## config.mk

```make
export PLATFORM = sky130hd
export DESIGN_NAME = store_rmw_unit_flat
export DESIGN_NICKNAME = d
export VERILOG_FILES = /design/src/rtl/mem_pkg.sv /design/src/rtl/store_rmw_unit_if.sv /design/src/rtl/store_lane_merge.sv /design/src/rtl/store_rmw_unit.sv /design/src/flat_wrapper.sv
export SDC_FILE = /design/constraint.sdc
export NUM_CORES = 1
export LEC_CHECK = 0
export BUFFER_PORTS_ARGS = -buffer_cell sky130_fd_sc_hd__buf_2
export CORE_MARGIN = 4
export CORE_UTILIZATION = 40
export CTS_BUF_LIST = sky130_fd_sc_hd__clkbuf_8
export CTS_CLUSTER_SIZE = 20
export DETAILED_ROUTE_END_ITERATION = 6
export GPL_ROUTABILITY_DRIVEN = 1
export PLACE_DENSITY = 0.7
export RECOVER_POWER = 25
export SYNTH_ARGS = -nofsm -noshare
export SYNTH_HDL_FRONTEND = slang
export SYNTH_SLANG_ARGS = --single-unit
```

## constraint.sdc

```tcl
create_clock -name clk -period 1.75 [get_ports clk]
set_clock_uncertainty 0.15 [all_clocks]
set_input_delay 0.175 -clock clk [delete_from_list [all_inputs] [get_ports clk]]
set_output_delay 0.175 -clock clk [all_outputs]
set_load 0.01 [all_outputs]
```

## src/rtl/mem_pkg.sv

```systemverilog
// Shared memory-access encodings for the load extender and the store RMW unit.
package mem_pkg;

  localparam int BYTE_LEN    = 8;
  localparam int WORD_LENGTH = 32;

  // 2'b11 is deliberately left out: it is the illegal size code.
  typedef enum logic [1:0] {
    SIZE_B = 2'b00,
    SIZE_H = 2'b01,
    SIZE_W = 2'b10
  } size_e;

  typedef enum logic [1:0] {
    ST_IDLE = 2'b00,
    ST_RD   = 2'b01,
    ST_WR   = 2'b10
  } state_e;

endpackage

```

## src/rtl/store_rmw_unit_if.sv

```systemverilog
// Store request port and word-wide data RAM port seen by the store RMW unit.
interface store_rmw_unit_if #(
  parameter int WORD_LENGTH = 32,
  parameter int ADDR_WIDTH  = 32
);

  logic                   req_valid;
  logic                   req_ready;
  logic [ADDR_WIDTH-1:0]  req_addr;
  logic [WORD_LENGTH-1:0] req_data;
  logic [1:0]             req_size;

  logic [ADDR_WIDTH-1:0]  mem_addr;
  logic                   mem_rd_en;
  logic [WORD_LENGTH-1:0] mem_rdata;
  logic                   mem_we;
  logic [WORD_LENGTH-1:0] mem_wdata;

  logic                   done;
  logic                   err;

  // The unit serves store requests and drives the RAM.
  modport slave (
    input  req_valid, req_addr, req_data, req_size, mem_rdata,
    output req_ready, mem_addr, mem_rd_en, mem_we, mem_wdata, done, err
  );

  modport master (
    output req_valid, req_addr, req_data, req_size, mem_rdata,
    input  req_ready, mem_addr, mem_rd_en, mem_we, mem_wdata, done, err
  );

endinterface

```

## src/rtl/store_lane_merge.sv

```systemverilog
// Inserts a right-aligned byte/half into the addressed little-endian lane of a word.
module store_lane_merge #(
  parameter int WORD_LENGTH = 32,
  parameter int BYTE_LEN    = 8
) (
  input  logic [WORD_LENGTH-1:0] old_word,
  input  logic [WORD_LENGTH-1:0] new_data,
  input  logic [1:0]             addr_lo,
  input  logic [1:0]             size,
  output logic [WORD_LENGTH-1:0] merged
);

  import mem_pkg::*;

  localparam int HALF_LEN = 2 * BYTE_LEN;

  always_comb begin
    merged = old_word;
    case (size)
      SIZE_B:  merged[32'(addr_lo) * BYTE_LEN +: BYTE_LEN] = new_data[BYTE_LEN-1:0];
      SIZE_H:  merged[32'(addr_lo[1]) * HALF_LEN +: HALF_LEN] = new_data[HALF_LEN-1:0];
      SIZE_W:  merged = new_data;
      default: merged = old_word;
    endcase
  end

endmodule

```

## src/rtl/store_rmw_unit.sv

```systemverilog
// SB/SH/SW store sequencer for a data RAM without byte enables: sub-word
// stores read-modify-write the containing word, word stores write directly.
//
//   state   | meaning
//   --------+-----------------------------------------------------------
//   IDLE    | ready for a request; misaligned/illegal ones only pulse err
//   RD      | read strobe on the word address, data returns next cycle
//   WR      | write strobe; sub-word data merged into mem_rdata, done pulse
module store_rmw_unit #(
  parameter int WORD_LENGTH = 32,
  parameter int BYTE_LEN    = 8,
  parameter int ADDR_WIDTH  = 32
) (
  input  logic              clk,
  input  logic              rst,
  store_rmw_unit_if.slave   bus
);

  import mem_pkg::*;

  localparam logic [1:0] IDLE = ST_IDLE;
  localparam logic [1:0] RD   = ST_RD;
  localparam logic [1:0] WR   = ST_WR;

  logic [1:0]             state;
  logic [ADDR_WIDTH-1:0]  addr_q;
  logic [WORD_LENGTH-1:0] data_q;
  logic [1:0]             size_q;
  logic                   err_q;

  logic                   sub_ok;
  logic                   word_ok;
  logic                   rd_act;
  logic                   wr_act;
  logic [WORD_LENGTH-1:0] merged;

  assign sub_ok  = (bus.req_size == SIZE_B) ||
                   ((bus.req_size == SIZE_H) && !bus.req_addr[0]);
  assign word_ok = (bus.req_size == SIZE_W) && (bus.req_addr[1:0] == 2'b00);

  always_ff @(posedge clk) begin
    if (rst) begin
      state  <= IDLE;
      addr_q <= '0;
      data_q <= '0;
      size_q <= 2'b00;
      err_q  <= 1'b0;
    end else begin
      err_q <= 1'b0;
      case (state)
        IDLE: begin
          if (bus.req_valid) begin
            addr_q <= bus.req_addr;
            data_q <= bus.req_data;
            size_q <= bus.req_size;
            if (sub_ok)       state <= RD;
            else if (word_ok) state <= WR;
            else              err_q <= 1'b1;
          end
        end
        RD:      state <= WR;
        WR:      state <= IDLE;
        default: state <= IDLE;
      endcase
    end
  end

  store_lane_merge #(
    .WORD_LENGTH (WORD_LENGTH),
    .BYTE_LEN    (BYTE_LEN)
  ) u_merge (
    .old_word (bus.mem_rdata),
    .new_data (data_q),
    .addr_lo  (addr_q[1:0]),
    .size     (size_q),
    .merged   (merged)
  );

  // Strobes are gated with rst so an abandoned RMW never reaches the RAM.
  assign rd_act = (state == RD) && !rst;
  assign wr_act = (state == WR) && !rst;

  assign bus.req_ready = (state == IDLE);
  assign bus.mem_rd_en = rd_act;
  assign bus.mem_we    = wr_act;
  assign bus.done      = wr_act;
  assign bus.err       = err_q && !rst;
  assign bus.mem_addr  = (rd_act || wr_act) ? {addr_q[ADDR_WIDTH-1:2], 2'b00} : '0;
  assign bus.mem_wdata = wr_act ? merged : '0;

endmodule

```

## src/flat_wrapper.sv

```systemverilog
// flat-port wrapper written by rule: the top's interface ports become plain ports
module store_rmw_unit_flat import mem_pkg::*;
#(
  parameter int WORD_LENGTH = 32,
  parameter int BYTE_LEN    = 8,
  parameter int ADDR_WIDTH  = 32
)
  (clk, rst, bus_req_valid, bus_req_addr, bus_req_data, bus_req_size, bus_mem_rdata, bus_req_ready, bus_mem_addr, bus_mem_rd_en, bus_mem_we, bus_mem_wdata, bus_done, bus_err);
  store_rmw_unit_if #(.WORD_LENGTH(WORD_LENGTH), .ADDR_WIDTH(ADDR_WIDTH)) bus_i ();
  input  logic clk;
  input  logic rst;
  input wire logic [$bits(bus_i.req_valid)-1:0] bus_req_valid;
  input wire logic [$bits(bus_i.req_addr)-1:0] bus_req_addr;
  input wire logic [$bits(bus_i.req_data)-1:0] bus_req_data;
  input wire logic [$bits(bus_i.req_size)-1:0] bus_req_size;
  input wire logic [$bits(bus_i.mem_rdata)-1:0] bus_mem_rdata;
  output wire logic [$bits(bus_i.req_ready)-1:0] bus_req_ready;
  output wire logic [$bits(bus_i.mem_addr)-1:0] bus_mem_addr;
  output wire logic [$bits(bus_i.mem_rd_en)-1:0] bus_mem_rd_en;
  output wire logic [$bits(bus_i.mem_we)-1:0] bus_mem_we;
  output wire logic [$bits(bus_i.mem_wdata)-1:0] bus_mem_wdata;
  output wire logic [$bits(bus_i.done)-1:0] bus_done;
  output wire logic [$bits(bus_i.err)-1:0] bus_err;
  assign bus_i.req_valid = bus_req_valid;
  assign bus_i.req_addr = bus_req_addr;
  assign bus_i.req_data = bus_req_data;
  assign bus_i.req_size = bus_req_size;
  assign bus_i.mem_rdata = bus_mem_rdata;
  assign bus_req_ready = bus_i.req_ready;
  assign bus_mem_addr = bus_i.mem_addr;
  assign bus_mem_rd_en = bus_i.mem_rd_en;
  assign bus_mem_we = bus_i.mem_we;
  assign bus_mem_wdata = bus_i.mem_wdata;
  assign bus_done = bus_i.done;
  assign bus_err = bus_i.err;
  store_rmw_unit #(.WORD_LENGTH(WORD_LENGTH), .BYTE_LEN(BYTE_LEN), .ADDR_WIDTH(ADDR_WIDTH)) u_core (.clk(clk), .rst(rst), .bus(bus_i));
endmodule
```

==> metrics.txt <==
run status=finished, violations left; violated checks=setup timing; Buf+Inv Stages, Crit Path=3; Slew @ Worst Pin=0.640 ns; post-place setup slack=-0.243 ns; PD cells=619 nW/um^2; Hold EP=u_core.state[1]; clock root buffer=clkbuf_8; Area Growth Syn to Fin=79.6%; # IOs=170; post-route clock period utilization=130%; worst hold-check path type=in2reg; final RePlAce weighted congestion=0.935; Hold Path Depth=3; starting density of the core=41.1%; top cell type's share of synthesized area=36.4%; drt drc=0; reg-to-reg endpoint=u_core.addr_q[31]; met3 Usage GRT=6.06%; WL/cell=17.6 microns; Yosys reg bits=69; GRT busiest layer=met2; FF-to-FF path depth=8; cell row count=35; unrepaired setup endpoints after global routing=yes; CTS tree=built; Die Area=11100 sq um; crit-path leading delay family=compound AO/OA/AOI/OAI gates; Tmin final=2.28 ns; Post-DP HPWL=9.68 mm; initial antenna violation count=0; mean post-synth cell area=7.04 sq um; clk buf depth=2; CP max FO=8; cts bufs inserted=9; Overall Power=4.22 mW; Cell Area, Synth=3790 sq um; GRT Resource Usage Total=26.6%; Max Slew Vio Count=0; setup TNS=-20.54 ns; commonest cells after routing, fill and taps aside=nand2_1, buf_2, dlygate4sd3_1; CP startpoint kind=flop; number of flops mapped to enable cells by yosys=0; Worst-path clk slew=0.08 ns; Worst path max stage delay=0.40 ns; Post-Syn Instances=539; Starting DRT DRC Count=273; Avg Vias per Cell=5.31; Clock Power Share=31.6%; Critical Path RT=1.42 ns; hold path start=bus_req_valid; IO buf count=167; Sw Pwr=1.32 mW; Critical Path, Cell by Cell=inv_6, ha_4, nor3b_2, o31a_1, buf_12, a22oi_2, nor2_1, buf_2; switch share=31.2%; Top FF cell, synth=dfxtp_1; htree depth=3; leak pwr=2.93 nW; Worst-Skew Late Latency=0.35 ns; most common cell after layout, fill and taps aside=nand2_1; die extent in x=105 microns; post-synthesis sequential area ratio=36.4%; Final Hold Vio Count=0; CP endpoint kind=output port; Internal Power=2.90 mW; first-pass GRT wire length=23.8 mm; synth warn=0; largest net degree at the start of global routing=50; M2 GR Usage=45.7%; CP Class=reg2out; remaining global-route overflow=0; Placed Cells=831; register-to-register setup slack=-0.02 ns; asr flop ratio synth=0%; Vias=4946; FMAX=439 MHz; DRT Wirelength=16.4 mm; combinational power share=26.6%; Fill cells=658; fin nets=903; max_slew headroom=57.4%; FF-to-FF Start=u_core.state[0]; die height=105 microns; Antenna Nets Post-Route=0; Synth area leaders=dfxtp_1, nand2_1, a21oi_1, and2_1, a22oi_1; worst path arrival time=1.95 ns; Sequential Power Share=41.7%; Ant. Diodes=0; Pre-Repair DR Iteration Count=5; cell type with the largest total area after synthesis=dfxtp_1; share of cells above drive strength 1=46.4%; setup ws final=-0.526 ns; core area=9240 sq um; max cap viols=0; Max rail drop VDD=0.502 mV; Non-Filler Instances=931; Critical-path top delay cell=dfxtp_4; clk sink count=69; final setup fails=63; grt met1 use=32.7%; distinct cell type count after synthesis=40; vias in the first global route=4778
metal layers:
| layer | vias to the layer above | part of all wire (%) |
|---|---|---|
| met5 | - | 0 |
| met4 | 0 | 2.0 |
| met3 | 29 | 7.9 |
| met2 | 224 | 50 |
| met1 | 2334 | 40 |
| li1 | 2359 | - |
Yosys cell counts, drive strengths merged (2+ instances only):
cell,n
a2111oi,2
a21oi,81
a221o,7
a221oi,10
a22oi,14
a31o,9
a31oi,7
a32oi,5
and2,33
and4,2
buf,20
clkbuf,26
dfxtp,69
ha,5
inv,8
mux2,4
nand2,179
nand2b,2
nor2,17
nor2b,2
nor3,2
nor3b,2
o21ai,21
or3b,2
power by group through the flow:
stage	Sequential (mW)	Clock, mW	Combinational [mW]
finish	1.76	1.34	1.12
global route	1.77	1.41	1.21
CTS	1.75	1.34	0.989
detailed placement	1.78	0	0.765
global placement	1.78	0	0.748
floorplan	1.75	0	0.449
registers in the layout (all words and copies together), names as in the netlist:
signal,count
u_core.state,2
u_core.size_q,2
u_core.addr_q,32
u_core.err_q,1
u_core.data_q,32
final cells by class:
cell class              count  area [sq um]  share of cell area (%)
clock buffers               9           124                    1.82
clock inverters             7          75.1                    1.10
inverters                   8          40.0                   0.587
multi-input cells         417          2660                    39.0
flip-flops and latches     69          1400                    20.5
well taps                 129           161                    2.37
repair buffers            292          2360                    34.7
what timing repair did:
| item | 4_1_cts | 5_1_grt |
|---|---|---|
| cloned | 2 | 4 |
| endpoints found under the hold margin | 68 | 0 |
| setup buffers | 8 | 6 |
| pin swaps | 32 | 50 |
| resized for setup | 72 | 95 |
| endpoints found under the setup margin | 64 | 129 |
| hold buffers | 66 | 0 |
how the worst max path moves through the flow:
stage                          start           endpoint  slack (ns)  cells after the start
global placement    u_core.addr_q[0]  bus_mem_wdata[16]       -0.18                      7
floorplan           u_core.addr_q[0]  bus_mem_wdata[23]       -0.01                      6
detailed placement  u_core.addr_q[0]  bus_mem_wdata[16]       -0.24                      7
global route        u_core.addr_q[1]   bus_mem_wdata[4]       -0.59                      8
finish              u_core.addr_q[1]   bus_mem_wdata[4]       -0.53                      8
CTS                 u_core.addr_q[1]  bus_mem_wdata[28]       -0.50                      8
worst min-delay path: cells and delay by family:
family                 cells  cell delay (ns)
AOI/OAI and AO/OA          1             0.12
buffers and inverters      1             0.12
and+or+nand+nor            1             0.11
logic make-up after synthesis:
family,Yosys count,share of synthesized area [%]
AOI/OAI and AO/OA,159,26.0
other,1,0.0988
and+or+nand+nor,245,27.9
xor gates and xnor gates,1,0.231
muxes,5,1.45
adders and majority gates,5,1.65
DFF,69,36.4
buffers and inverters,54,6.33
stage by stage:
step	utilization [%]	instance area, sq um	hold WS (ns)
after floorplan	-	3910	0.115
after global placement	54.7	5050	0.264
after detailed placement	54.7	5050	0.268
after CTS	68.3	6310	0.0524
after global routing	73.8	6820	0.152
final	73.8	6820	0.0819
No activity file was read; power rests on OpenSTA's default activity.
